### src/rtl/gpio_pattern_seq_if.sv
// Bundle of the ic0 config-slave port and the sequencer's GPIO write-master port.
// Port summary: CPU write/read strobes, address and data in; read ready/data out;
//   seq_wr_* master request out, seq_wr_grant in; seq_busy and seq_done status out.
interface gpio_pattern_seq_if;
   logic        ic0_c_axi_mst_wr_valid;
   logic [31:0] ic0_axi_mst_wr_addr;
   logic [31:0] ic0_axi_mst_wr_data;
   logic        ic0_c_axi_mst_rd_valid;
   logic [31:0] ic0_axi_mst_rd_addr;
   logic        ic0_c_axi_slv_rd_ready_2;
   logic [31:0] ic0_axi_slv_rd_data_2;
   logic        seq_wr_valid;
   logic [31:0] seq_wr_addr;
   logic [31:0] seq_wr_data;
   logic        seq_wr_grant;
   logic        seq_busy;
   logic        seq_done;

   // Sequencer side: slave on the config bus, master towards the GPIO arbiter.
   modport slave (
      input  ic0_c_axi_mst_wr_valid, ic0_axi_mst_wr_addr, ic0_axi_mst_wr_data,
      input  ic0_c_axi_mst_rd_valid, ic0_axi_mst_rd_addr,
      output ic0_c_axi_slv_rd_ready_2, ic0_axi_slv_rd_data_2,
      output seq_wr_valid, seq_wr_addr, seq_wr_data,
      input  seq_wr_grant,
      output seq_busy, seq_done
   );

   // Environment side: CPU plus arbiter.
   modport master (
      output ic0_c_axi_mst_wr_valid, ic0_axi_mst_wr_addr, ic0_axi_mst_wr_data,
      output ic0_c_axi_mst_rd_valid, ic0_axi_mst_rd_addr,
      input  ic0_c_axi_slv_rd_ready_2, ic0_axi_slv_rd_data_2,
      input  seq_wr_valid, seq_wr_addr, seq_wr_data,
      output seq_wr_grant,
      input  seq_busy, seq_done
   );
endinterface

### src/rtl/gpio_pattern_seq.sv
// GPIO pattern sequencer: replays a {value, hold} table as OUT_CLR/OUT_SET writes to a GPIO block.
// Latency: START write in cycle N gives seq_wr_valid in N+1; entry period = 2 + hold with grant high.
// Backpressure: a write request holds valid/addr/data stable until seq_wr_grant; config port never stalls.
// Ports: clk, c_sys_rst_n (async active-low), bus (config slave + GPIO write master, see interface).
module gpio_pattern_seq #(
   parameter logic [31:0] CFG_BASE  = 32'h8003_0200,
   parameter logic [31:0] GPIO_BASE = 32'h8003_0100,
   parameter int          DEPTH     = 8,
   parameter int          HOLD_W    = 16
) (
   input  logic              clk,
   input  logic              c_sys_rst_n,
   gpio_pattern_seq_if.slave bus
);
   localparam int          IW       = (DEPTH > 1) ? $clog2(DEPTH) : 1;
   localparam int          EW       = 8 + HOLD_W;
   localparam logic [4:0]  LEN_MAX  = 5'(DEPTH);
   localparam logic [31:0] CLR_ADDR = GPIO_BASE + 32'h10;
   localparam logic [31:0] SET_ADDR = GPIO_BASE + 32'h14;

   typedef enum logic [1:0] {S_IDLE, S_CLR, S_SET, S_HOLD} state_t;

   state_t              r_state, w_state_nxt;
   logic [EW-1:0]       r_tbl [DEPTH];
   logic [4:0]          r_len;
   logic                r_loop, r_sticky, r_done, w_done_nxt;
   logic [3:0]          r_idx, w_idx_nxt, w_lat_idx;
   logic [7:0]          r_val;
   logic [HOLD_W-1:0]   r_hold, r_cnt, w_cnt_nxt, w_hold_m1;
   logic                r_stop_pend, w_stop_pend_nxt;
   logic                r_wr_valid, w_vld_nxt, w_latch, w_adv, w_go;
   logic [31:0]         r_wr_addr, w_addr_nxt, r_wr_data, w_data_nxt;
   logic [EW-1:0]       w_lat_ent;
   logic [31:0]         w_woff, w_roff, w_rd_dat;
   logic                w_wr_hit, w_ctrl_wr, w_len_wr, w_ent_wr, w_start, w_stop, w_rd_rdy, w_busy;
   logic                w_unused;

   // Register window: word-aligned offsets 0x00..0xFF from CFG_BASE.
   function automatic logic in_region(input logic [31:0] off);
      return (off[31:8] == 24'd0) && (off[1:0] == 2'b00);
   endfunction

   function automatic logic is_entry(input logic [31:0] off);
      return (off[7:6] == 2'b01) && ({1'b0, off[5:2]} < LEN_MAX);
   endfunction

   assign w_woff    = bus.ic0_axi_mst_wr_addr - CFG_BASE;
   assign w_roff    = bus.ic0_axi_mst_rd_addr - CFG_BASE;
   assign w_wr_hit  = bus.ic0_c_axi_mst_wr_valid && in_region(w_woff);
   assign w_ctrl_wr = w_wr_hit && (w_woff[7:0] == 8'h00);
   assign w_len_wr  = w_wr_hit && (w_woff[7:0] == 8'h08);
   assign w_ent_wr  = w_wr_hit && is_entry(w_woff);
   // STOP takes priority over START within one CTRL write.
   assign w_start   = w_ctrl_wr && bus.ic0_axi_mst_wr_data[0] && !bus.ic0_axi_mst_wr_data[1];
   assign w_stop    = w_ctrl_wr && bus.ic0_axi_mst_wr_data[1];
   assign w_unused  = ^bus.ic0_axi_mst_wr_data[31:EW];

   assign w_busy = (r_state != S_IDLE);
   assign w_go   = (r_state == S_IDLE) && w_start && (r_len != 5'd0);

   // Entry to latch on the next CLR: idx+1 when continuing from HOLD, otherwise restart at 0.
   // LEN is compared live so a shortened table ends the run after the current entry.
   assign w_adv     = ({1'b0, r_idx} + 5'd1) < r_len;
   assign w_lat_idx = (r_state == S_HOLD && w_adv) ? (r_idx + 4'd1) : 4'd0;
   assign w_lat_ent = r_tbl[w_lat_idx[IW-1:0]];
   // Hold 0 behaves as hold 1.
   assign w_hold_m1 = (r_hold == '0) ? '0 : (r_hold - HOLD_W'(1));

   always_comb begin
      w_state_nxt     = r_state;
      w_idx_nxt       = r_idx;
      w_cnt_nxt       = r_cnt;
      w_stop_pend_nxt = r_stop_pend;
      w_vld_nxt       = r_wr_valid;
      w_addr_nxt      = r_wr_addr;
      w_data_nxt      = r_wr_data;
      w_done_nxt      = 1'b0;
      w_latch         = 1'b0;
      case (r_state)
         S_IDLE: begin
            if (w_go) begin
               w_state_nxt     = S_CLR;
               w_idx_nxt       = 4'd0;
               w_latch         = 1'b1;
               w_stop_pend_nxt = 1'b0;
               w_vld_nxt       = 1'b1;
               w_addr_nxt      = CLR_ADDR;
               w_data_nxt      = {24'd0, ~w_lat_ent[7:0]};
            end
         end
         S_CLR, S_SET: begin
            // A STOP here must not abandon the outstanding request; remember it until grant.
            if (w_stop) w_stop_pend_nxt = 1'b1;
            if (bus.seq_wr_grant) begin
               if (r_stop_pend || w_stop) begin
                  w_state_nxt     = S_IDLE;
                  w_stop_pend_nxt = 1'b0;
                  w_vld_nxt       = 1'b0;
                  w_addr_nxt      = '0;
                  w_data_nxt      = '0;
                  w_done_nxt      = 1'b1;
               end else if (r_state == S_CLR) begin
                  w_state_nxt = S_SET;
                  w_addr_nxt  = SET_ADDR;
                  w_data_nxt  = {24'd0, r_val};
               end else begin
                  w_state_nxt = S_HOLD;
                  w_vld_nxt   = 1'b0;
                  w_addr_nxt  = '0;
                  w_data_nxt  = '0;
                  w_cnt_nxt   = w_hold_m1;
               end
            end
         end
         S_HOLD: begin
            if (w_stop) begin
               w_state_nxt = S_IDLE;
               w_done_nxt  = 1'b1;
            end else if (r_cnt == '0) begin
               if (w_adv || (r_loop && r_len != 5'd0)) begin
                  w_state_nxt = S_CLR;
                  w_idx_nxt   = w_lat_idx;
                  w_latch     = 1'b1;
                  w_vld_nxt   = 1'b1;
                  w_addr_nxt  = CLR_ADDR;
                  w_data_nxt  = {24'd0, ~w_lat_ent[7:0]};
               end else begin
                  w_state_nxt = S_IDLE;
                  w_done_nxt  = 1'b1;
               end
            end else begin
               w_cnt_nxt = r_cnt - HOLD_W'(1);
            end
         end
         default: w_state_nxt = S_IDLE;
      endcase
   end

   always_ff @(posedge clk or negedge c_sys_rst_n) begin
      if (!c_sys_rst_n) r_state <= S_IDLE;
      else              r_state <= w_state_nxt;
   end

   always_ff @(posedge clk or negedge c_sys_rst_n) begin
      if (!c_sys_rst_n) begin
         for (int i = 0; i < DEPTH; i++) r_tbl[i] <= '0;
         r_len       <= '0;
         r_loop      <= 1'b0;
         r_sticky    <= 1'b0;
         r_done      <= 1'b0;
         r_idx       <= '0;
         r_val       <= '0;
         r_hold      <= '0;
         r_cnt       <= '0;
         r_stop_pend <= 1'b0;
         r_wr_valid  <= 1'b0;
         r_wr_addr   <= '0;
         r_wr_data   <= '0;
      end else begin
         if (w_ctrl_wr) r_loop <= bus.ic0_axi_mst_wr_data[2];
         if (w_len_wr)
            r_len <= (bus.ic0_axi_mst_wr_data[4:0] > LEN_MAX) ? LEN_MAX : bus.ic0_axi_mst_wr_data[4:0];
         if (w_ent_wr) r_tbl[w_woff[IW+1:2]] <= bus.ic0_axi_mst_wr_data[EW-1:0];
         if (w_latch) begin
            r_val  <= w_lat_ent[7:0];
            r_hold <= w_lat_ent[EW-1:8];
         end
         if (w_go)            r_sticky <= 1'b0;
         else if (w_done_nxt) r_sticky <= 1'b1;
         r_done      <= w_done_nxt;
         r_idx       <= w_idx_nxt;
         r_cnt       <= w_cnt_nxt;
         r_stop_pend <= w_stop_pend_nxt;
         r_wr_valid  <= w_vld_nxt;
         r_wr_addr   <= w_addr_nxt;
         r_wr_data   <= w_data_nxt;
      end
   end

   // Combinational read port: ready only on a mapped register.
   always_comb begin
      w_rd_rdy = 1'b0;
      w_rd_dat = '0;
      if (bus.ic0_c_axi_mst_rd_valid && in_region(w_roff)) begin
         if (w_roff[7:0] == 8'h00) begin
            w_rd_rdy = 1'b1;
            w_rd_dat = {31'd0, r_loop};
         end else if (w_roff[7:0] == 8'h04) begin
            w_rd_rdy = 1'b1;
            w_rd_dat = {23'd0, r_sticky, r_idx, 3'd0, w_busy};
         end else if (w_roff[7:0] == 8'h08) begin
            w_rd_rdy = 1'b1;
            w_rd_dat = {27'd0, r_len};
         end else if (is_entry(w_roff)) begin
            w_rd_rdy = 1'b1;
            w_rd_dat = {{(32-EW){1'b0}}, r_tbl[w_roff[IW+1:2]]};
         end
      end
   end

   assign bus.ic0_c_axi_slv_rd_ready_2 = w_rd_rdy;
   assign bus.ic0_axi_slv_rd_data_2    = w_rd_dat;
   assign bus.seq_wr_valid             = r_wr_valid;
   assign bus.seq_wr_addr              = r_wr_addr;
   assign bus.seq_wr_data              = r_wr_data;
   assign bus.seq_busy                 = w_busy;
   assign bus.seq_done                 = r_done;
endmodule

### src/flat_wrapper.sv
// flat-port wrapper written by rule: the top's interface ports become plain ports
module gpio_pattern_seq_flat 
#(
   parameter logic [31:0] CFG_BASE  = 32'h8003_0200,
   parameter logic [31:0] GPIO_BASE = 32'h8003_0100,
   parameter int          DEPTH     = 8,
   parameter int          HOLD_W    = 16
)
  (clk, c_sys_rst_n, bus_ic0_c_axi_mst_wr_valid, bus_ic0_axi_mst_wr_addr, bus_ic0_axi_mst_wr_data, bus_ic0_c_axi_mst_rd_valid, bus_ic0_axi_mst_rd_addr, bus_ic0_c_axi_slv_rd_ready_2, bus_ic0_axi_slv_rd_data_2, bus_seq_wr_valid, bus_seq_wr_addr, bus_seq_wr_data, bus_seq_wr_grant, bus_seq_busy, bus_seq_done);
  gpio_pattern_seq_if bus_i ();
  input  logic clk;
  input  logic c_sys_rst_n;
  input wire logic [$bits(bus_i.ic0_c_axi_mst_wr_valid)-1:0] bus_ic0_c_axi_mst_wr_valid;
  input wire logic [$bits(bus_i.ic0_axi_mst_wr_addr)-1:0] bus_ic0_axi_mst_wr_addr;
  input wire logic [$bits(bus_i.ic0_axi_mst_wr_data)-1:0] bus_ic0_axi_mst_wr_data;
  input wire logic [$bits(bus_i.ic0_c_axi_mst_rd_valid)-1:0] bus_ic0_c_axi_mst_rd_valid;
  input wire logic [$bits(bus_i.ic0_axi_mst_rd_addr)-1:0] bus_ic0_axi_mst_rd_addr;
  output wire logic [$bits(bus_i.ic0_c_axi_slv_rd_ready_2)-1:0] bus_ic0_c_axi_slv_rd_ready_2;
  output wire logic [$bits(bus_i.ic0_axi_slv_rd_data_2)-1:0] bus_ic0_axi_slv_rd_data_2;
  output wire logic [$bits(bus_i.seq_wr_valid)-1:0] bus_seq_wr_valid;
  output wire logic [$bits(bus_i.seq_wr_addr)-1:0] bus_seq_wr_addr;
  output wire logic [$bits(bus_i.seq_wr_data)-1:0] bus_seq_wr_data;
  input wire logic [$bits(bus_i.seq_wr_grant)-1:0] bus_seq_wr_grant;
  output wire logic [$bits(bus_i.seq_busy)-1:0] bus_seq_busy;
  output wire logic [$bits(bus_i.seq_done)-1:0] bus_seq_done;
  assign bus_i.ic0_c_axi_mst_wr_valid = bus_ic0_c_axi_mst_wr_valid;
  assign bus_i.ic0_axi_mst_wr_addr = bus_ic0_axi_mst_wr_addr;
  assign bus_i.ic0_axi_mst_wr_data = bus_ic0_axi_mst_wr_data;
  assign bus_i.ic0_c_axi_mst_rd_valid = bus_ic0_c_axi_mst_rd_valid;
  assign bus_i.ic0_axi_mst_rd_addr = bus_ic0_axi_mst_rd_addr;
  assign bus_ic0_c_axi_slv_rd_ready_2 = bus_i.ic0_c_axi_slv_rd_ready_2;
  assign bus_ic0_axi_slv_rd_data_2 = bus_i.ic0_axi_slv_rd_data_2;
  assign bus_seq_wr_valid = bus_i.seq_wr_valid;
  assign bus_seq_wr_addr = bus_i.seq_wr_addr;
  assign bus_seq_wr_data = bus_i.seq_wr_data;
  assign bus_i.seq_wr_grant = bus_seq_wr_grant;
  assign bus_seq_busy = bus_i.seq_busy;
  assign bus_seq_done = bus_i.seq_done;
  gpio_pattern_seq #(.CFG_BASE(CFG_BASE), .GPIO_BASE(GPIO_BASE), .DEPTH(DEPTH), .HOLD_W(HOLD_W)) u_core (.clk(clk), .c_sys_rst_n(c_sys_rst_n), .bus(bus_i));
endmodule
### config.mk
export PLATFORM = sky130hd
export DESIGN_NAME = gpio_pattern_seq_flat
export DESIGN_NICKNAME = d
export VERILOG_FILES = /design/src/rtl/gpio_pattern_seq_if.sv /design/src/rtl/gpio_pattern_seq.sv /design/src/flat_wrapper.sv
export SDC_FILE = /design/constraint.sdc
export NUM_CORES = 1
export LEC_CHECK = 0
export CAP_MARGIN = 5
export CELL_PAD_IN_SITES_DETAIL_PLACEMENT = 1
export CELL_PAD_IN_SITES_GLOBAL_PLACEMENT = 2
export CORE_MARGIN = 5
export CORE_UTILIZATION = 37
export DETAILED_ROUTE_END_ITERATION = 8
export PLACE_DENSITY_LB_ADDON = 0.1
export SLEW_MARGIN = 20
export SYNTH_ARGS = -nofsm -noshare
export SYNTH_HDL_FRONTEND = slang
export SYNTH_SLANG_ARGS = --single-unit
### constraint.sdc
create_clock -name clk -period 5.4 [get_ports clk]
set_clock_uncertainty 0.2 [all_clocks]
set_input_delay 1.35 -clock clk [delete_from_list [all_inputs] [get_ports clk]]
set_output_delay 1.35 -clock clk [all_outputs]
set_load 0.03 [all_outputs]
# Word-level counts from Yosys, hierarchy flattened
# Cells that the tools add are included.
# totals
reg_bits,312
latch_bits,0
ramBits,0
mem_bits_ro,0
input_bits,101
output_inout_bits,100
elab_cells,182
n_memories,0
# op_classes
addsub,6
multipliers,0
div,0
magnitude_cmp,8
eq_ne,18
shifts,0
n_mux,83
bitwise,4
reduce_logical,42
# ops
cell,count
two-way mux 32 bit,17
bitwise mux 192 bit,1
case mux 32 bit (3 select lines),2
binary-select mux 24 bit (select 3 bit),2
two-way mux 24 bit,6
two-way mux 16 bit,6
demux 24 bit (select 3 bit),1
"subtractor 32 bit, second input constant",2
zero test 24 bit,2
zero test 16 bit,2
case mux 16 bit (2 select lines),1
"subtractor 16 x 1 -> 16 bit, second input constant",2
two-way mux 1 bit,29
two-way mux 4 bit,5
logical AND 1 bit,17
"equality test 8 x 4 -> 1 bit, second input constant",2
zero test 8 bit,2
"!= test 2 bit, second input constant",7
"greater-or-equal comparator 4 bit, second input constant",3
NOT 3 -> 4 bit,3
AND reduction 6 bit,2
two-way mux 2 bit,5
AND reduction 5 bit,2
nonzero test 2 bit,5
other kinds (25),35

# Longest topological paths before layout
# depth
word_depth,13
ltp_mapped,15
depth_no_buf,11

# Least setup slack after synthesis
# No wires, ideal clock.
# synth_path
path_kind,input -> output
startpoint,in bus_ic0_axi_mst_rd_addr[12]
endpoint,out bus_ic0_axi_slv_rd_data_2[13]
arrival_ns,4.019
required_time_ns,3.850
setup_slack_ns,-0.169
path_stages,9
path_buffers,1
cell_sequence,nor4_1 nor4b_1 nor2_1 o41ai_1 nand3_1 nor4_1 nand3_1 clkbuf_1 nor2_1
# synth_via
elab_chain_cells,5
# synth_lines
item,line_no,source
start: declaration,flat_wrapper.sv:17,input wire logic [$bits(bus_i.ic0_axi_mst_rd_addr)-1:0] bus_ic0_axi_mst_rd_addr;
subtractor 32 bit,gpio_pattern_seq.sv:48,assign w_roff = bus.ic0_axi_mst_rd_addr - CFG_BASE;
zero test 24 bit,gpio_pattern_seq.sv:40,return (off[31:8] == 24'd0) && (off[1:0] == 2'b00);
logical AND 1 bit,gpio_pattern_seq.sv:40,
logical AND 1 bit,gpio_pattern_seq.sv:184,if (bus.ic0_c_axi_mst_rd_valid && in_region(w_roff)) begin
two-way mux 32 bit,gpio_pattern_seq.sv:184,
end: declaration,flat_wrapper.sv:19,output wire logic [$bits(bus_i.ic0_axi_slv_rd_data_2)-1:0] bus_ic0_axi_slv_rd_data_2;
# No other way between the ends.

# Worst setup path after layout
# layout_path
startpoint,in bus_ic0_axi_mst_rd_addr[13]
endpoint,out bus_ic0_axi_slv_rd_data_2[14]
# Same word-level chain as after synthesis.

==> key figures <==
Die
  • Die X: 213.6 um
  • Initial Util: 37.47%
  • Die H: 213.6 um
  • Row count: 74
  • Die area: 45620 um^2
  • Core area: 40920 um^2
  • Top-level I/O count: 201

Detailed routing
  • DRT iter0 DRCs: 689
  • DR vias: 11770
  • Final ANT Viol Nets: 0
  • Via-per-instance ratio: 5.656
  • Detailed Route WL: 50190 um
  • Wirelength per Cell: 24.12 um
  • # DRC: 0
  • DRT Pass-1 Iters: 4

Synth
  • Cell variety after synth: 75
  • Most numerous cell in the Yosys netlist: dfrtp_1
  • Most frequent cells after synthesis: dfrtp_1, mux2_2, nand2_1, nor2_1, buf_4
  • FFs w/ async S/R, synth: 100.0%
  • Dominant synthesized flop cell: dfrtp_1
  • Top cells by area, synth: dfrtp_1, mux2_2, mux4_2
  • Synth Area in XOR/XNOR: 1.028%
  • Share of the synthesized area in the top cell type: 42.10%
  • Mapped Cells: 1374
  • Synth Cell Area: 15340 um^2
  • Complex-gate fraction of the synthesized area: 9.750%
  • Main combinational cell family by area after synthesis: multiplexers
  • Adder-Cell Fraction of Synth Area: 1.224%
  • Syn avg cell area: 11.16 um^2
  • Post-synthesis mux area share: 27.61%
  • Yosys reg bits: 258
  • Yosys warnings: 0
  • Seq/Total Area, Yosys: 42.10%
  • Simple-gate portion of the synthesized area: 11.73%
  • Post-synth EDFFs: 0
  • Cell taking the most area after synthesis: dfrtp_1

Placement
  • DP HPWL: 32740 um
  • IO Port Bufs: 134
  • Placed Cells: 2019
  • GP Congestion: 0.8412
  • Pre-CTS WS: -0.3875 ns

Clocking
  • Clk root buf: clkbuf_16
  • Clock Pin Slew Worst Setup and Hold Paths: 0.06 ns
  • CTS tree: done
  • Clock Sinks: 258
  • Cts bufs inserted: 31
  • CTS max path bufs: 3
  • Clock Latency Late Sink: 0.57 ns
  • H-tree depth: 1

Setup path
  • CP delay by family, top: buffers and inverters
  • CP max FO: 8
  • Worst path cell trace: dlygate4sd2_1, nor4_4, buf_4, buf_4, nand3b_1, buf_4, a311oi_2, buf_4, a211oi_2, a21oi_2, nor4_2, buf_4, nand3_4, buf_12, nor2_4, buf_12
  • Crit path launch type: primary input
  • Most frequent cell on the critical path: buf_4
  • Crit path capture type: output port
  • WS Path Type: primary input to output port
  • Worst Path Arrival: 3.71 ns
  • Crit-path max cell delay: 0.27 ns
  • WP buf/inv: 8
  • Crit-path slowest cell: a311oi_2
  • Crit path required time: 3.85 ns

Pwr
  • LEAKAGE: 8.406 nW
  • Worst vdd ir: 0.2165 mV
  • Power Density: 391.9 nW/um^2

Finish
  • Synth-to-Final Area Change: 22.42%
  • Area of the multi-input gates: 8307 um^2
  • Post-route non-filler standard cell count: 2081
  • Share of post-route cells with drive strength above 1: 29.76%
  • Filler cell count: 4375
  • N_diodes: 0
  • Register area: 6457 um^2
  • Nets@finish: 1641

Worst hold path
  • Hold Path Class: register to register

STA
  • Final Critical Period: 5.259 ns
  • Worst-margin pin slew: 1.032 ns
  • # setup viols final: 0
  • Final Hold Viols: 0
  • Post-route setup slack: 0.1407 ns
  • Max Slew Vio Count: 0
  • FMAX: 0.1901 GHz
  • Tcrit/Tclk final: 97.40%
  • TNS Setup: 0 ns
  • Slew HR: 31.22%

GRT
  • Largest net degree at the start of global routing: 112
  • Gr ovfl total: 0
  • Total track usage: 21.79%
  • Global-route wire length before repair: 76960 um
  • Number of antenna violations at the first check in global routing: 2
  • Number of global-route vias before repair: 12530

Outcome
  • Status: finished, final reports clean

Run
  • Max capacitance violation total: 0
==> per-layer routing <==
layer	wire length (um)	track usage, %	part of all wire, %
met1	22950	30.83	46
met2	24040	36.04	48
met3	2163	3.087	4.3
met4	1037	4.627	2.1
met5	0	0	0
==> worst reg2reg max path, stage by stage (launching register included) <==
cell	delay (ns)
dfrtp_2	0.49
ha_1	0.65
ha_1	0.32
a21boi_0	0.12
o21a_1	0.19
o211ai_1	0.35
and4_1	0.69
a31oi_1	0.17
o31ai_1	0.79
o221ai_1	0.20
==> sequential cells by signal (all words and copies together), names as in the netlist <==
signal                   cells
u_core.r_len                 5
u_core.bus.seq_done          1
u_core.bus.seq_wr_data       8
u_core.r_state               2
u_core.r_stop_pend           1
u_core.r_idx                 4
u_core.r_cnt                16
u_core.r_tbl               192
u_core.r_val                 8
u_core.r_loop                1
u_core.r_sticky              1
u_core.bus.seq_wr_addr       2
u_core.r_hold               16
u_core.bus.seq_wr_valid      1
==> power breakdown <==
| group | internal [mW] | switching (mW) | leakage [nW] |
|---|---|---|---|
| clock network | 1.34 | 0.835 | 0.521 |
| registers | 2.09 | 0.142 | 3.55 |
| logic | 1.13 | 1.82 | 4.33 |
| total | 4.56 | 2.80 | 8.41 |
==> stage by stage <==
step	hold WS, ns	total power, mW	area (um^2)	util, %
3_5_place_dp	0.2791	5.223	17480	42.71
4_1_cts	0.2918	7.433	18690	45.66
2_1_floorplan	0.2577	4.224	15560	-
5_1_grt	0.3144	7.814	18770	45.88
6_report	0.2858	7.358	18770	45.88
3_3_place_gp	0.2678	5.170	17480	42.71
==> cell families (layout without fill, tap and decap cells) <==
family,Yosys count,after routing
buffers and inverters,187,305
AOI/OAI and AO/OA,224,224
muxes,325,325
xor gates and xnor gates,18,18
adders and majority gates,15,15
DFF,258,258
and+or+nand+nor,346,346
other,1,58
==> cell usage in the layout (no fill, tap or decap), types with 44 or more instances in the layout <==
| cell | netlist | routed |
|---|---|---|
| buf_4 | 72 | 78 |
| nor2_1 | 87 | 77 |
| conb_1 | 1 | 58 |
| mux2_2 | 199 | 199 |
| clkdlybuf4s50_1 | 0 | 90 |
| a21oi_1 | 45 | 44 |
| mux2i_1 | 45 | 45 |
| nand2_1 | 91 | 91 |
| dfrtp_1 | 258 | 257 |
| mux4_2 | 56 | 56 |
| o21ai_0 | 56 | 56 |
==> final timing paths <==
path                                             start                            end  slack, ns  cells past startpoint
max                        bus_ic0_axi_mst_rd_addr[13]  bus_ic0_axi_slv_rd_data_2[14]       0.14                     16
min                          u_core.bus.seq_wr_addr[2]      u_core.bus.seq_wr_addr[2]       0.29                      1
max reg2reg                            u_core.r_idx[0]      u_core.bus.seq_wr_data[4]       1.05                      9
min reg2reg                  u_core.bus.seq_wr_addr[2]      u_core.bus.seq_wr_addr[2]       0.29                      1
max in group asynchronous                  c_sys_rst_n              u_core.r_tbl[162]       3.31                      2
min in group asynchronous                  c_sys_rst_n      u_core.bus.seq_wr_addr[2]       0.63                      1
==> repair_timing <==
action | 4_1_cts | 5_1_grt
pin swaps | 9 | 7
buffers inserted | 3 | 2
hold buffers | 0 | 0
gates resized for setup | 31 | 35
setup endpoints to repair | 25 | 20
gates cloned | 1 | 0
==> final cells by class <==
type                    count  area share [%]
inverters                  38          0.7597
repair buffers            210           11.42
clock buffers              48           4.845
flip-flops and latches    258           34.40
well taps                 532           3.545
clock inverters             9          0.7931
multi-input cells         986           44.25
(Power assumes the default switching activity.)
